===== config.mk =====
export PLATFORM = sky130hd
export DESIGN_NAME = road_scroller
export DESIGN_NICKNAME = d
export VERILOG_FILES = /design/src/rtl/road_pkg.sv /design/src/rtl/road_scroll_timer.sv /design/src/rtl/road_scroller.sv
export SDC_FILE = /design/constraint.sdc
export NUM_CORES = 1
export LEC_CHECK = 0
export ABC_AREA = 1
export ABC_CLOCK_PERIOD_IN_PS = 3500
export CELL_PAD_IN_SITES_DETAIL_PLACEMENT = 1
export CELL_PAD_IN_SITES_GLOBAL_PLACEMENT = 2
export CORE_AREA = 2 2 88 90
export DETAILED_ROUTE_END_ITERATION = 16
export DIE_AREA = 0 0 90 92
export GPL_TIMING_DRIVEN = 1
export PLACE_DENSITY_LB_ADDON = 0.1
export SLEW_MARGIN = 20
export SYNTH_ARGS = -nofsm -noshare
export SYNTH_HDL_FRONTEND = slang
export SYNTH_SLANG_ARGS = --single-unit

===== constraint.sdc =====
create_clock -name clk -period 3.5 [get_ports clk]
set_input_delay 0.525 -clock clk [delete_from_list [all_inputs] [get_ports clk]]
set_output_delay 0.525 -clock clk [all_outputs]
set_load 0.005 [all_outputs]

===== src/rtl/road_pkg.sv =====
// road_pkg: shared types and constants for the road renderer.
//   LEVEL_DIV / level_div() : level (0..3) to scroll divider {6,5,4,3}
//   *_RGB                   : default 12-bit output colours
//   pix_class_t             : stage-1 pixel class {GRASS, ASPHALT, EDGE, DASH}
// Optional feature macro used by importers: ROAD_SCROLL_ACCEL_EN.
package road_pkg;

   localparam int unsigned DIV_W = 3;
   localparam int unsigned RGB_W = 12;

   // Ramp start value for the effective divider (slowest speed).
   localparam logic [DIV_W-1:0] DIV_RESET = 3'd6;

   localparam logic [DIV_W-1:0] LEVEL_DIV [4] = '{3'd6, 3'd5, 3'd4, 3'd3};

   localparam logic [RGB_W-1:0] GRASS_RGB   = 12'h0A0;
   localparam logic [RGB_W-1:0] ASPHALT_RGB = 12'h444;
   localparam logic [RGB_W-1:0] WHITE_RGB   = 12'hFFF;

   // GRASS encodes as zero so a cleared pipeline register reads as grass.
   typedef enum logic [1:0] {
      GRASS   = 2'd0,
      ASPHALT = 2'd1,
      EDGE    = 2'd2,
      DASH    = 2'd3
   } pix_class_t;

   function automatic logic [DIV_W-1:0] level_div(input logic [1:0] level);
      return LEVEL_DIV[level];
   endfunction

endpackage


===== src/rtl/road_scroll_timer.sv =====
// road_scroll_timer: base tick prescaler, level divider and scroll offset
// accumulator for the road renderer.
//   clk, reset_n : system clock, asynchronous active-low reset
//   level        : game level 0..3, selects the divider
//   pause        : holds both counters and suppresses scroll ticks
//   next_offset  : scroll offset accumulated so far (registered)
// ROAD_SCROLL_ACCEL_EN: when defined, the divider ramps one step per scroll
// tick toward the level target instead of following level directly.
module road_scroll_timer
   import road_pkg::*;
#(
   parameter int unsigned CLK_HZ      = 100_000_000,
   parameter int unsigned TICK_HZ     = 500,
   parameter int unsigned PERIOD_LOG2 = 6,
   parameter int unsigned STEP        = 8
) (
   input  logic                   clk,
   input  logic                   reset_n,
   input  logic [1:0]             level,
   input  logic                   pause,
   output logic [PERIOD_LOG2-1:0] next_offset
);

   localparam int unsigned BASE_N = CLK_HZ / TICK_HZ;
   localparam int unsigned BASE_W = (BASE_N > 1) ? $clog2(BASE_N) : 1;
   localparam logic [BASE_W-1:0] BASE_MAX = BASE_W'(BASE_N - 1);

   logic [BASE_W-1:0] base_cnt;
   logic [DIV_W-1:0]  sub_cnt;
   logic [DIV_W-1:0]  div;
   logic              base_tick;
   logic              scroll_tick;

   assign base_tick   = !pause && (base_cnt == BASE_MAX);
   // >= so that a divider that drops below sub_cnt still wraps next tick
   assign scroll_tick = base_tick && (sub_cnt >= div);

`ifdef ROAD_SCROLL_ACCEL_EN
   logic [DIV_W-1:0] eff_div;
   logic [DIV_W-1:0] target_div;

   assign target_div = level_div(level);
   assign div        = eff_div;

   // Effective divider walks toward the level target one step per scroll tick.
   always_ff @(posedge clk or negedge reset_n) begin
      if (!reset_n) begin
         eff_div <= DIV_RESET;
      end else if (scroll_tick) begin
         if (eff_div > target_div)
            eff_div <= eff_div - DIV_W'(1);
         else if (eff_div < target_div)
            eff_div <= eff_div + DIV_W'(1);
      end
   end
`else
   assign div = level_div(level);
`endif

   // Base prescaler and level divider; both freeze while paused.
   always_ff @(posedge clk or negedge reset_n) begin
      if (!reset_n) begin
         base_cnt <= '0;
         sub_cnt  <= '0;
      end else if (!pause) begin
         base_cnt <= base_tick ? '0 : base_cnt + BASE_W'(1);
         if (base_tick)
            sub_cnt <= scroll_tick ? '0 : sub_cnt + DIV_W'(1);
      end
   end

   // Offset wraps naturally modulo the dash period.
   always_ff @(posedge clk or negedge reset_n) begin
      if (!reset_n)
         next_offset <= '0;
      else if (scroll_tick)
         next_offset <= next_offset + PERIOD_LOG2'(STEP);
   end

endmodule


===== src/rtl/road_scroller.sv =====
// road_scroller: background road renderer with scrolling dashed dividers.
//   clk, reset_n     : system clock, asynchronous active-low reset
//   pix_row, pix_col : pixel position from the display timing generator
//   level            : game level 0..3 (scroll speed)
//   pause            : freezes scrolling while high
//   road_out         : RGB of the pixel presented two cycles earlier
//   scroll_offset    : offset in use for the current frame
// ROAD_SCROLL_ACCEL_EN: enables the smooth speed ramp in road_scroll_timer.
module road_scroller
   import road_pkg::*;
#(
   parameter int unsigned CLK_HZ      = 100_000_000,
   parameter int unsigned TICK_HZ     = 500,
   parameter int unsigned NUM_LANES   = 3,
   parameter int unsigned ROAD_LEFT   = 192,
   parameter int unsigned LANE_W      = 128,
   parameter int unsigned LINE_W      = 4,
   parameter int unsigned DASH_LEN    = 32,
   parameter int unsigned PERIOD_LOG2 = 6,
   parameter int unsigned STEP        = 8,
   parameter logic [11:0] GRASS       = GRASS_RGB,
   parameter logic [11:0] ASPHALT     = ASPHALT_RGB,
   parameter logic [11:0] WHITE       = WHITE_RGB
) (
   input  logic                   clk,
   input  logic                   reset_n,
   input  logic [9:0]             pix_row,
   input  logic [9:0]             pix_col,
   input  logic [1:0]             level,
   input  logic                   pause,
   output logic [11:0]            road_out,
   output logic [PERIOD_LOG2-1:0] scroll_offset
);

   localparam int unsigned ROAD_END  = ROAD_LEFT + NUM_LANES * LANE_W;
   localparam int unsigned HALF_LINE = LINE_W / 2;

   logic [PERIOD_LOG2-1:0] next_offset;
   logic [PERIOD_LOG2-1:0] phase;
   logic [31:0]            col;
   logic                   on_divider;
   pix_class_t             cls_d;
   pix_class_t             cls_q;

   road_scroll_timer #(
      .CLK_HZ      (CLK_HZ),
      .TICK_HZ     (TICK_HZ),
      .PERIOD_LOG2 (PERIOD_LOG2),
      .STEP        (STEP)
   ) u_timer (
      .clk         (clk),
      .reset_n     (reset_n),
      .level       (level),
      .pause       (pause),
      .next_offset (next_offset)
   );

   // Offset only changes at the first pixel of a frame, so a frame never tears.
   always_ff @(posedge clk or negedge reset_n) begin
      if (!reset_n)
         scroll_offset <= '0;
      else if (pix_row == '0 && pix_col == '0)
         scroll_offset <= next_offset;
   end

   assign col   = 32'(pix_col);
   assign phase = PERIOD_LOG2'(pix_row) - scroll_offset;

   // Stage 1 classification; HALF_LINE is added on the column side to avoid underflow.
   always_comb begin
      on_divider = 1'b0;
      cls_d      = road_pkg::ASPHALT;
      for (int unsigned k = 1; k < NUM_LANES; k++) begin
         if ((col + HALF_LINE >= ROAD_LEFT + k * LANE_W) &&
             (col + HALF_LINE <  ROAD_LEFT + k * LANE_W + LINE_W))
            on_divider = 1'b1;
      end
      if (col < ROAD_LEFT || col >= ROAD_END)
         cls_d = road_pkg::GRASS;
      else if (col < ROAD_LEFT + LINE_W || col >= ROAD_END - LINE_W)
         cls_d = road_pkg::EDGE;
      else if (on_divider && (32'(phase) < DASH_LEN))
         cls_d = road_pkg::DASH;
   end

   always_ff @(posedge clk or negedge reset_n) begin
      if (!reset_n)
         cls_q <= road_pkg::GRASS;
      else
         cls_q <= cls_d;
   end

   // Stage 2 colour mux.
   always_ff @(posedge clk or negedge reset_n) begin
      if (!reset_n) begin
         road_out <= '0;
      end else begin
         case (cls_q)
            road_pkg::GRASS:   road_out <= GRASS;
            road_pkg::ASPHALT: road_out <= ASPHALT;
            default:           road_out <= WHITE;
         endcase
      end
   end

endmodule


==> summary.txt, run 1 <==
WL per Instance: 13.0 um
syn avg cell area: 7.10 sq um
Root Driver: clkbuf_8
Comb pwr share: 24.9%
Core Area: 0.00745 sq mm
Hold WS: 403 ps
dpl ws: 1150 ps
post_cts resized: 0
Setup Skew: 4.65 ps
cells on worst reg2reg path: 7
DP HPWL: 4.56 mm
Die W: 90 um
Crit path top cell by count: nand2_1
Final Critical Period: 1990 ps
Slowest-stage cell, CP: clkdlybuf4s50_1
crit-path max cell delay: 570 ps
Seq cells post-synth: 32
Worst Hold Endpoint: road_out[9]
TNS Setup: 0 ps
RSZ-0062 raised after global routing: no
largest family of logic cells by synthesized area: simple AND/OR/NAND/NOR gates
vias: 2068
P_sw: 389 uW
Nets: 377
reg2reg start: u_timer.base_cnt[7]
achievable frequency: 502 MHz
Crit path arrival time: 2180 ps
type of the tightest min-delay check: flop to flop
post-layout util: 36.4%
initial antenna violation count: 0
Rows: 32
worst relative slew slack: 60.4%
Min-Delay Path Depth: 0
CP endpoint kind: flop
sequential power share: 43.9%
Fin. Hold Viols: 0
Inserted Diodes: 0
CTS H-Tree Depth: 2
Sink Count: 32
status: completed
mapped cell area: 0.00219 sq mm
pwr dens: 422 mW/mm^2
Layout area overhead: 23.7%
post-synthesis xor/xnor area fraction: 2.00%
Routed WL: 5.81 mm
full die area: 0.00828 sq mm
WS Path Type: primary input to flop
Clock Power Share: 31.1%
R2R Setup Slk: 1880 ps
Post-Synth Simple-Gate Area: 39.1%
total gr overflow: 0
Global Route Usage Sum: 14.7%
DRC viols: 0
Hold Crit Start: cls_q[1]
Starting DRT DRC Count: 74
clk buf depth: 2
post-synthesis adder-cell area fraction: 5.70%
cells after synthesis: 309
drt pass-1 iters: 4
vias per cell: 4.65
Net Sw Frac: 33.9%
period utilisation layout: 57.0%
CP Launch Type: primary input
global-route wire length before repair: 9.82 mm
Synth warnings: 0
worst slew pin tran: 588 ps
Setup Viol. Count Final: 0
worst-path cell chain: clkdlybuf4s50_1 > inv_2 > nand2_1 > nor2_1 > nand3_2 > nor2_4 > nand3_1 > nand2_1 > nand2_1
Final ANT Viol Nets: 0
CTS tree: done
RR Endpoint: u_timer.base_cnt[15]
share of post-route cells with drive strength above 1: 7.00%
Post-CTS Setup Inserts: 0
Chip Height: 92 um
vias in the first global route: 2112
Worst VDD drop: 175 uV
Compound-Gate Fraction of Synth Area: 4.11%
hold_buf cts: 0
Clock Latency Late Sink: 290 ps
mux cell area share after synthesis: 0%
design area: 0.00271 sq mm
Maximum Capacitance Violations: 0
Leak: 0.00131 uW
Post-DP Area: 0.00261 sq mm
Port Buffer Count: 39
largest net degree at the start of global routing: 33
commonest cells after routing, fill and taps aside: 77 x nand2_1, 41 x nor2_1, 39 x inv_1, 39 x clkdlybuf4s50_1, 32 x dfrtp_1
sequential share of the synthesized area: 36.5%
Netlist cell types: 28
Int Pwr: 757 uW
total CTS buffers: 5
commonest non-fill, non-tap cell in the layout: nand2_1
Required @ worst endpoint: 3690 ps
I/O pin cnt: 43
Initial Util: 29.5%
clk slew on worst S/H paths: 70 ps
Setup WS post-layout: 1510 ps
GP Congestion: 0.782
Max FO, Critical Path: 17
Final Max Tran Viols: 0
## flip-flops by register name, indices dropped and copies added, names as in the netlist
register             count
road_out                 3
u_timer.next_offset      3
u_timer.sub_cnt          3
u_timer.base_cnt        18
cls_q                    2
scroll_offset            3
## power groups by stage
stage	clock network (uW)	logic, uW	registers [uW]
2_1_floorplan	0	212	478
4_1_cts	367	291	503
3_3_place_gp	0	286	510
6_report	357	286	503
5_1_grt	383	324	513
3_5_place_dp	0	289	510
## cells in the mapped netlist, drive strengths merged
| library cell | number | share of area (%) |
|---|---|---|
| conb | 1 | 0.17 |
| inv | 40 | 6.8 |
| nor3b | 1 | 0.34 |
| nand4 | 13 | 3.7 |
| xnor2 | 2 | 0.80 |
| o21ai | 13 | 3.0 |
| ha | 10 | 5.7 |
| clkbuf | 1 | 0.17 |
| nand2 | 80 | 14 |
| and3 | 1 | 0.29 |
| dfrtp | 32 | 37 |
| or2 | 2 | 0.57 |
| xor2 | 3 | 1.2 |
| buf | 15 | 5.4 |
| a21oi | 5 | 1.1 |
| nand3 | 33 | 8.0 |
| nor4 | 1 | 0.29 |
| nor3 | 7 | 2.1 |
| nand3b | 2 | 0.68 |
| nor2 | 47 | 9.2 |
## metrics by stage
step	instances	power, uW
after global routing	445	1220
final	445	1150
after CTS	445	1160
after detailed placement	437	800
after global placement	437	796
after floorplan	311	690
## routing by layer
layer / GRT usage [%] / share of wire, % / vias to the layer above / wire [um]
met5: 0 / 0 / - / 0
met4: 5.00 / 1.4 / 0 / 82
met3: 2.55 / 2.7 / 7 / 155
met2: 23.4 / 46 / 24 / 2670
met1: 20.2 / 50 / 1000 / 2900
li1: - / - / 1037 / -
## worst max-delay path by stage
stage	from	to	slack, ps
after floorplan	level[0]	u_timer.sub_cnt[0]	1840
after global placement	pause	u_timer.next_offset[5]	1220
after detailed placement	pause	u_timer.next_offset[5]	1150
after CTS	pause	u_timer.next_offset[5]	1470
after global routing	pause	u_timer.base_cnt[17]	1370
final	pause	u_timer.next_offset[5]	1510
## logic make-up after synthesis
| group | Yosys count |
|---|---|
| flops | 32 |
| other cells | 1 |
| buf+inv | 56 |
| fa+ha+maj | 10 |
| xor+xnor | 5 |
| compound gates | 18 |
| simple gates | 187 |
## worst max-delay path: cells and delay by family
family	cells	cell delay, ps
simple gates	7	770
buf+inv	2	890
## layout make-up
cell class	instances	area (sq um)
Clock buffer	6	72.6
Clock inverter	2	35.0
Fill cell	964	4730
Inverter	40	150
Multi-Input combinational cell	223	1130
Sequential cell	32	801
Tap cell	102	128
Timing Repair Buffer	40	398
No activity file was read; power rests on OpenSTA's default activity.
==> run 2, diff against run 1 <==
ABC_CLOCK_PERIOD_IN_PS = 1650   (was 3500)
CORE_AREA = 2 2 95 97   (was 2 2 88 90)
DIE_AREA = 0 0 97 99   (was 0 0 90 92)
clock period = 1.65 ns   (was 3.5 ns; I/O delays follow)
==> summary.txt, run 2 (synthesis gave the netlist of run 1 again) <==
initial antenna violation count: 0 (unchanged)
Initial Util: 25.7% (was 29.5%)
clk slew on worst S/H paths: 70 ps (about the same)
R2R Setup Slk: 100 ps (was 1880 ps)
Die W: 97 um (was 90 um)
Net Sw Frac: 34.4% (was 33.9%)
Crit path top cell by count: ha_1 (was nand2_1)
clk buf depth: 2 (unchanged)
Chip Height: 99 um (was 92 um)
Clock Latency Late Sink: 280 ps (was 290 ps)
pwr dens: 802 mW/mm^2 (was 422 mW/mm^2)
period utilisation layout: 96.0%
DRC viols: 0 (unchanged)
Sink Count: 32 (unchanged)
Placed Cells: 473 (was 437)
status: completed (unchanged)
Inserted Diodes: 0 (unchanged)
CTS H-Tree Depth: 2 (unchanged)
full die area: 0.00960 sq mm (was 0.00828 sq mm)
Final Critical Period: 1580 ps
Fin. Hold Viols: 0 (unchanged)
vias: 2139 (was 2068)
TNS Setup: 0 ps (unchanged)
Int Pwr: 1560 uW (was 757 uW)
vias in the first global route: 2344 (was 2112)
WL per Instance: 12.7 um (was 13.0 um)
crit path from: level[0] (was pause)
Final ANT Viol Nets: 0 (unchanged)
Starting DRT DRC Count: 48 (was 74)
RR Endpoint: u_timer.sub_cnt[0] (was u_timer.base_cnt[15])
Multi-input gate area: 0.00115 sq mm (was 0.00113 sq mm)
Final Max Tran Viols: 0 (unchanged)
Root Driver: clkbuf_8 (unchanged)
hold_buf cts: 0 (unchanged)
Top reg by flops: u_timer.base_cnt (unchanged)
fill cell count: 1076 (was 964)
design area: 0.00296 sq mm (was 0.00271 sq mm)
DP HPWL: 5.00 mm (was 4.56 mm)
Layout area overhead: 35.1% (was 23.7%)
I/O pin cnt: 43 (unchanged)
worst-path cell chain: clkdlybuf4s50_1 > ha_1 > ha_1 > nand3b_1 > nand3_2 > inv_2 > nand3_1 > o21ai_0 (was clkdlybuf4s50_1 > inv_2 > nand2_1 > nor2_1 > nand3_2 > nor2_4 > nand3_1 > nand2_1 > nand2_1)
reg2reg start: u_timer.base_cnt[0] (was u_timer.base_cnt[7])
Maximum Capacitance Violations: 0 (unchanged)
Post-DP Area: 0.00284 sq mm (was 0.00261 sq mm)
CTS tree: done (unchanged)
Required @ worst endpoint: 1850 ps (was 3690 ps)
Rows: 34 (was 32)
total gr overflow: 0 (unchanged)
Port Buffer Count: 39 (unchanged)
achievable frequency: 631 MHz
cells on worst reg2reg path: 8 (was 7)
Clock Power Share: 26.7% (was 31.1%)
largest net degree at the start of global routing: 33 (unchanged)
area occupied by registers: 801 sq um (unchanged)
global-route wire length before repair: 10.7 mm (was 9.82 mm)
sequential power share: 44.1% (was 43.9%)
commonest cells after routing, fill and taps aside: 77 x nand2_1, 39 x nor2_1, 39 x clkdlybuf4s50_1 (was 77 x nand2_1, 41 x nor2_1, 39 x inv_1, 39 x clkdlybuf4s50_1, 32 x dfrtp_1)
Crit path arrival time: 1780 ps (was 2180 ps)
Setup Skew: 7.96 ps (was 4.65 ps)
fin cells: 483 (was 445)
Hold WS: 377 ps (was 403 ps)
Slowest-stage cell, CP: clkdlybuf4s50_1 (unchanged)
RSZ-0062 raised after global routing: yes (was no)
CP endpoint kind: flop (unchanged)
Leak: 0.00147 uW (was 0.00131 uW)
GP Congestion: 0.767 (was 0.782)
Max FO, Critical Path: 6 (was 17)
drt pass-1 iters: 4 (unchanged)
WS Path Type: primary input to flop (unchanged)
commonest non-fill, non-tap cell in the layout: nand2_1 (unchanged)
Worst VDD drop: 293 uV (was 175 uV)
Routed WL: 6.15 mm (was 5.81 mm)
Core Area: 0.00855 sq mm (was 0.00745 sq mm)
share of post-route cells with drive strength above 1: 16.5% (was 7.00%)
total CTS buffers: 5 (unchanged)
Comb pwr share: 29.2% (was 24.9%)
CP Launch Type: primary input (unchanged)
type of the tightest min-delay check: primary input to async pin (was flop to flop)
Setup Viol. Count Final: 0 (unchanged)
crit-path max cell delay: 420 ps (was 570 ps)
max FFs per register: 18 (unchanged)
Nets: 409 (was 377)
Global Route Usage Sum: 13.6% (was 14.7%)
vias per cell: 4.43 (was 4.65)
P_sw: 817 uW (was 389 uW)
run 2: changes by cell type in the layout (fill, tap and decap cells not counted), moves of 2 or more:
cell | before | now
buf_4 | 1 | 33
nand3_1 | 31 | 29
nand3_2 | 2 | 4
nor2_1 | 41 | 39
nor2_2 | 4 | 6
run 2: worst max path at each step:
stage,end,slack (ps),cells past startpoint
2_1_floorplan,u_timer.sub_cnt[0],270,7
3_3_place_gp,u_timer.sub_cnt[0],-280,8
3_5_place_dp,u_timer.sub_cnt[0],-340,8
4_1_cts,u_timer.sub_cnt[0],20,8
5_1_grt,u_timer.sub_cnt[0],-20,8
6_report,u_timer.sub_cnt[0],70,8
run 2: area by class of cell:
cell class | count | share of cell area, %
multi-input combinational | 223 | 38.8
timing repair buffer | 72 | 21.5
tap | 108 | 4.56
sequential | 32 | 27.0
clock buffer | 8 | 3.04
inverter | 40 | 5.07
run 2: critical path: cells and delay by family:
family	cells	cell delay [ps]
fa+ha+maj	2	590
buf+inv	2	530
compound gates	1	70
simple gates	3	330
run 2: metal layers:
layer  GRT usage, %  wire length [um]  up-vias
li1               -                 -     1104
met1           17.0              2950     1008
met2           24.5              3010       22
met3           2.41               132        5
met4           3.25                55        0
met5              0                 0        -
run 2: what timing repair did:
item                       in CTS  in global routing
gates resized for setup         1                  6
pin swaps                       0                  4
setup buffers                   0                  2
setup endpoints to repair       3                 10
run 2: power groups by stage:
stage	clock network, uW	logic, uW	registers [uW]
final	634	694	1050
after CTS	666	696	1060
after detailed placement	0	692	1070
after floorplan	0	449	1010
after global routing	694	797	1070
after global placement	0	683	1060
run 2: stage by stage:
step	setup slack (ps)	util (%)	total power, uW
detailed placement	-342	33.2	1760
global placement	-284	33.2	1740
finish	66.3	34.7	2380
floorplan	272	-	1460
CTS	19.5	34.3	2420
global route	-15.6	34.7	2570
